File: config.mk
export PLATFORM = sky130hd
export DESIGN_NAME = cic_dec
export DESIGN_NICKNAME = d
export VERILOG_FILES = /design/src/rtl/cic_pkg.sv /design/src/rtl/cic_comb_stage.sv /design/src/rtl/cic_dec.sv
export SDC_FILE = /design/constraint.sdc
export NUM_CORES = 2
export LEC_CHECK = 0
export ABC_AREA = 1
export CELL_PAD_IN_SITES_DETAIL_PLACEMENT = 0
export CELL_PAD_IN_SITES_GLOBAL_PLACEMENT = 1
export CORE_MARGIN = 1.5
export CORE_UTILIZATION = 51
export CTS_CLUSTER_DIAMETER = 60
export DETAILED_ROUTE_END_ITERATION = 7
export DONT_BUFFER_PORTS = 1
export PLACE_DENSITY_LB_ADDON = 0.1
export SYNTH_ARGS = -nofsm -noshare
export SYNTH_HDL_FRONTEND = slang
export SYNTH_SLANG_ARGS = --single-unit
File: constraint.sdc
create_clock -name clk -period 17.6 [get_ports clk]
set_input_delay 3.52 -clock clk [delete_from_list [all_inputs] [get_ports clk]]
set_output_delay 3.52 -clock clk [all_outputs]
set_load 0.02 [all_outputs]
File: src/rtl/cic_pkg.sv
// Shared sizing, legality checks and output rounding for the CIC decimator.
package cic_pkg;

  // Widest accumulator the legal parameter range can produce (16 + 6*8), plus
  // headroom so the rounding offset can never overflow before the shift.
  localparam int WIDE = 66;

  function automatic int growth_f(input int r, input int n);
    return n * $clog2(r);
  endfunction

  function automatic int wacc_f(input int w_din, input int r, input int n);
    return w_din + growth_f(r, n);
  endfunction

  function automatic bit r_ok(input int r);
    return (r >= 2) && (r <= 256) && ((r & (r - 1)) == 0);
  endfunction

  function automatic bit n_ok(input int n);
    return (n >= 1) && (n <= 6);
  endfunction

  // Round half up, drop the CIC gain bits, then clamp to a w_out-bit signed range.
  function automatic logic signed [WIDE-1:0] round_sat(input logic signed [WIDE-1:0] x,
                                                       input int growth,
                                                       input int w_out);
    logic signed [WIDE-1:0] one;
    logic signed [WIDE-1:0] r;
    logic signed [WIDE-1:0] hi;
    logic signed [WIDE-1:0] lo;
    one = {{(WIDE-1){1'b0}}, 1'b1};
    r   = (x + (one <<< (growth - 1))) >>> growth;
    hi  = (one <<< (w_out - 1)) - one;
    lo  = ~hi;
    if (r > hi)      return hi;
    else if (r < lo) return lo;
    else             return r;
  endfunction

endpackage

File: src/rtl/cic_comb_stage.sv
// One comb (differentiator) stage: y = x - previous x, one register stage,
// advancing only on a valid decimated sample.
module cic_comb_stage
  import cic_pkg::*;
#(
  parameter int W = 40
) (
  input  logic                clk,
  input  logic                rst,
  input  logic                in_val,
  input  logic signed [W-1:0] x,
  output logic                out_val,
  output logic signed [W-1:0] y
);

  logic signed [W-1:0] x_dly;

  // Differentiate against the previous decimated sample; wraps modulo 2^W.
  always_ff @(posedge clk) begin
    if (rst) begin
      x_dly   <= '0;
      y       <= '0;
      out_val <= 1'b0;
    end else begin
      out_val <= in_val;
      if (in_val) begin
        y     <= x - x_dly;
        x_dly <= x;
      end
    end
  end

endmodule

File: src/rtl/cic_dec.sv
// N-stage CIC decimator by R with unity-gain rounded/saturated output.
module cic_dec
  import cic_pkg::*;
#(
  parameter int R      = 64,
  parameter int N      = 4,
  parameter int W_DIN  = 16,
  parameter int W_DOUT = 16
) (
  input  logic                     clk,
  input  logic                     rst,
  input  logic signed [W_DIN-1:0]  din,
  input  logic                     din_val,
  output logic signed [W_DOUT-1:0] dout,
  output logic                     dout_val
);

  localparam int GROWTH = growth_f(R, N);
  localparam int WACC   = wacc_f(W_DIN, R, N);
  localparam int CW     = $clog2(R);

  if (!r_ok(R)) begin : g_bad_r
    $error("cic_dec: R must be a power of two in 2..256");
  end
  if (!n_ok(N)) begin : g_bad_n
    $error("cic_dec: N must be in 1..6");
  end

  logic signed [WACC-1:0] integ [N];
  logic [CW-1:0]          cnt;
  logic                   dec_stb;
  logic signed [WACC-1:0] samp;
  logic                   samp_val;
  logic signed [WACC-1:0] c_dat [N+1];
  logic [N:0]             c_val;

  // Integrator cascade; each stage adds the previous stage's registered value.
  always_ff @(posedge clk) begin
    if (rst) begin
      for (int k = 0; k < N; k++) integ[k] <= '0;
    end else if (din_val) begin
      integ[0] <= integ[0] + WACC'(din);
      for (int k = 1; k < N; k++) integ[k] <= integ[k] + integ[k-1];
    end
  end

  // Count accepted samples; strobe once per R and capture the last integrator.
  always_ff @(posedge clk) begin
    if (rst) begin
      cnt      <= '0;
      dec_stb  <= 1'b0;
      samp     <= '0;
      samp_val <= 1'b0;
    end else begin
      if (din_val) cnt <= cnt + 1'b1;
      dec_stb  <= din_val && (cnt == CW'(R - 1));
      samp_val <= dec_stb;
      if (dec_stb) samp <= integ[N-1];
    end
  end

  assign c_dat[0] = samp;
  assign c_val[0] = samp_val;

  for (genvar k = 0; k < N; k++) begin : g_comb
    cic_comb_stage #(.W(WACC)) u_comb (
      .clk     (clk),
      .rst     (rst),
      .in_val  (c_val[k]),
      .x       (c_dat[k]),
      .out_val (c_val[k+1]),
      .y       (c_dat[k+1])
    );
  end

  // Remove the R^N gain with rounding, clamp, and present a one-cycle strobe.
  always_ff @(posedge clk) begin
    if (rst) begin
      dout     <= '0;
      dout_val <= 1'b0;
    end else begin
      dout_val <= c_val[N];
      if (c_val[N]) dout <= W_DOUT'(round_sat(WIDE'(c_dat[N]), GROWTH, W_DOUT));
    end
  end

endmodule
==> impl_metrics.py <==
metrics = {
    "status": {
        "status": "finished clean",
    },
    "logic_synthesis": {
        "synth_nets": 6570,
        "yosys-mux-area-fraction": 0,
        "synth_ff_type": "dfxtp_1",
        "synth_compound_area_frac": 0.1910,
        "synth-simple-area-share": 0.2937,
        "synth_warnings": 0,
        "synthXorXnorAreaFrac": 0.01321,
        "ys_ff_latch": 526,
        "yosysSeqAreaShare": 0.3058,
        "synth_fa_ha_area_frac": 0.1022,
        "syn_inst": 6231,
        "async_reset_ff_frac": 0,
        "ys_types": 47,
        "synth_edf_count": 160,
        "synth_top_family_by_area": "simple AND/OR/NAND/NOR gates",
        "avgSynthCellArea_um2": 6.367,
        "netlist_area_um2": 39670,
    },
    "sta": {
        "slew_violations": 0,
        "tns_ns": 0,
        "rsz0062_at_grt": "false",
        "fin_skew_ns": 0.02567,
        "final.period_utilization": 0.3016,
        "fmax_mhz": 188.4,
        "hold_viol": 0,
        "setup-violations-final": 0,
        "relSlewSlack": 0.2327,
        "worst_pin_slew_ns": 1.151,
        "period_minus_slack_ns": 5.308,
    },
    "drt": {
        "drtPass1Iterations": 6,
        "wl_per_cell_um": 17.59,
        "via_per_inst": 5.470,
        "ant_nets": 0,
        "dr.first_iter.drc_count": 2920,
        "wl_mm": 128.2,
        "drc": 0,
        "via_count": 39870,
    },
    "clock_network": {
        "cts_tree": "done",
        "ctsHoldBuffers": 0,
        "post_cts_resized": 0,
        "clk_latency_ns": 0.63,
        "cts_root_buf": "clkbuf_16",
        "tritoncts.num_buffers": 73,
        "clk_pin_slew_ns": 0.06,
        "post-cts-setup-buffers": 0,
        "cts_max_level": 3,
        "cts_buffer_depth": 3,
        "clock-sinks": 526,
    },
    "cells_and_area": {
        "fillers": 7973,
        "instances_no_fill": 7289,
        "syn_to_final_growth_pct": 8.742,
        "n_antenna_cell": 0,
        "num-nets-final": 6530,
        "seqCellArea_um2": 12140,
        "drive_gt1_frac": 0.02848,
        "multi_input_area_um2": 23820,
    },
    "worst_setup_path": {
        "cp-start-kind": "input pin",
        "cp-end-kind": "flip-flop",
        "cpLargestDelayFamily": "buffers and inverters",
        "path_class": "input pin to flip-flop",
        "path_buf_inv": 2,
        "cpPeakStageDelay_ns": 0.73,
        "cp_data_required_time_ns": 17.88,
        "worstPathCellList": "inv_6, nand2_4, buf_4",
        "crit_arrival_ns": 5.59,
        "crit_fanout": 105,
        "crit_slowest_cell": "nand2_4",
        "rrSetupSlack_ns": 14.72,
    },
    "power_and_ir_drop": {
        "p_per_area_nw_per_um2": 79.06,
        "ir_drop_mv": 0.06654,
        "p_leak_nw": 21.61,
    },
    "floorplanning": {
        "fp.dieH_um": 281.9,
        "initial_core_util": 0.5138,
        "io_pins": 36,
        "die_w_um": 281.9,
        "dieArea_um2": 79470,
        "coreArea_um2": 77210,
        "rows": 102,
    },
    "place": {
        "post-place-cells": 7156,
        "port_buffers": 0,
        "gp_congestion": 0.9283,
        "dp.final_hpwl_mm": 101.3,
    },
    "global_routing": {
        "gr-total-overflow": 0,
        "grt_start_max_net_pins": 110,
        "busiest_layer": "met2",
        "grt.met1_usage": 0.4382,
        "met2_usage": 0.5003,
        "grt_util_met3": 0.04276,
        "grt_pass1_wl_mm": 198.9,
        "antenna_found_initial": 2,
        "grt_pass1_vias": 36690,
        "grt_usage": 0.3178,
    },
    "worst_hold_path": {
        "min_path_type": "flip-flop to flip-flop",
    },
    "run": {
        "cap_violations": 0,
    },
}
## sequential cells by signal (all words and copies together) (netlist names)
register               cells
cnt                        6
integ                    160
g_comb.u_comb.y          137
samp_val                   1
g_comb.u_comb.out_val      4
dec_stb                    1
g_comb.u_comb.x_dly      160
dout                      16
samp                      40
dout_val                   1
## cell families (layout without fill, tap and decap cells)
group,after synthesis,after routing
AO/OA/AOI/OAI,1444,1444
XOR/XNOR,59,59
adder cells (fa/ha/maj),320,320
buffers and inverters,990,1008
flip-flops,526,526
AND/OR/NAND/NOR,2892,2892
## metal layers
layer,vias up,routed length (um)
li1,20430,-
met1,18180,60020
met2,1030,55740
met3,233,7011
met4,4,5450
met5,-,27
## final timing paths
path | startpoint | to | cells after the start
hold / removal | cnt[5] | dec_stb | 2
setup / recovery | rst | integ[2][5] | 3
setup reg to reg | integ[2][23] | integ[3][34] | 10
hold reg to reg | cnt[5] | dec_stb | 2
## area by class of cell
| type | count | area share |
|---|---|---|
| multi-input cells | 4715 | 0.5522 |
| flip-flops and latches | 526 | 0.2814 |
| inverters | 861 | 0.07509 |
| clock buffers | 96 | 0.04742 |
| well taps | 1040 | 0.03016 |
| clock inverters | 37 | 0.01137 |
| repair buffers | 14 | 0.002436 |
## cells in the final DEF (no fill, tap or decap), types with 38 or more instances in the layout
cell / n
inv_1: 845
nand4_1: 77
a21oi_1: 711
edfxtp_1: 160
o21ai_0: 585
nand2_1: 1464
xor2_1: 42
clkbuf_16: 75
nand3_1: 299
nor2_1: 950
dfxtp_1: 363
nor3_1: 59
o21bai_1: 38
ha_1: 313
## synth_stat cells (all sizes together) (6+ instances only)
master,number,area share
nor3,61,0.0079
fa,7,0.0035
edfxtp,160,0.12
o211ai,14,0.0026
clkbuf,104,0.0098
buf,25,0.0027
nand3b,9,0.0017
xnor2,16,0.0035
a31oi,14,0.0022
nor2,954,0.091
dfxtp,366,0.18
or2,6,0.00095
nand2,1468,0.14
ha,313,0.099
nand4,77,0.012
o21bai,39,0.0075
nor4,7,0.0014
a21o,26,0.0049
clkinv,9,0.00085
a21oi,718,0.091
o21ai,604,0.077
xor2,43,0.0097
nand3,299,0.038
o21a,18,0.0034
inv,852,0.081
## report_power, final
| part | switching, W | total, W | internal, W |
|---|---|---|---|
| logic | 0.000357 | 0.000518 | 0.000160 |
| registers | 0.0000501 | 0.00135 | 0.00130 |
| clock network | 0.000617 | 0.00154 | 0.000925 |
## worst register-to-register path, cell delays in order, from the launching register on
cell,delay (ns)
edfxtp_1,0.48
ha_1,0.41
nand2_1,0.11
nor2_1,0.29
nand2_1,0.16
nor3_1,0.48
nand3_1,0.36
nand3_1,0.18
nand2_1,0.06
inv_1,0.05
nor2_1,0.04
## stage by stage
stage          cell area [um^2]  hold WS [ns]  setup WS [ns]  total power [W]    util
2_1_floorplan             39670        0.4331          9.270         0.001733       -
4_1_cts                   43140        0.4342          12.38         0.003422  0.5587
5_1_grt                   43140        0.4718          12.15         0.003549  0.5587
3_3_place_gp              40610        0.4464          11.74         0.001879  0.5259
6_report                  43140        0.4361          12.29         0.003411  0.5587
3_5_place_dp              40610        0.4511          11.72         0.001882  0.5259
(Power assumes the default switching activity.)
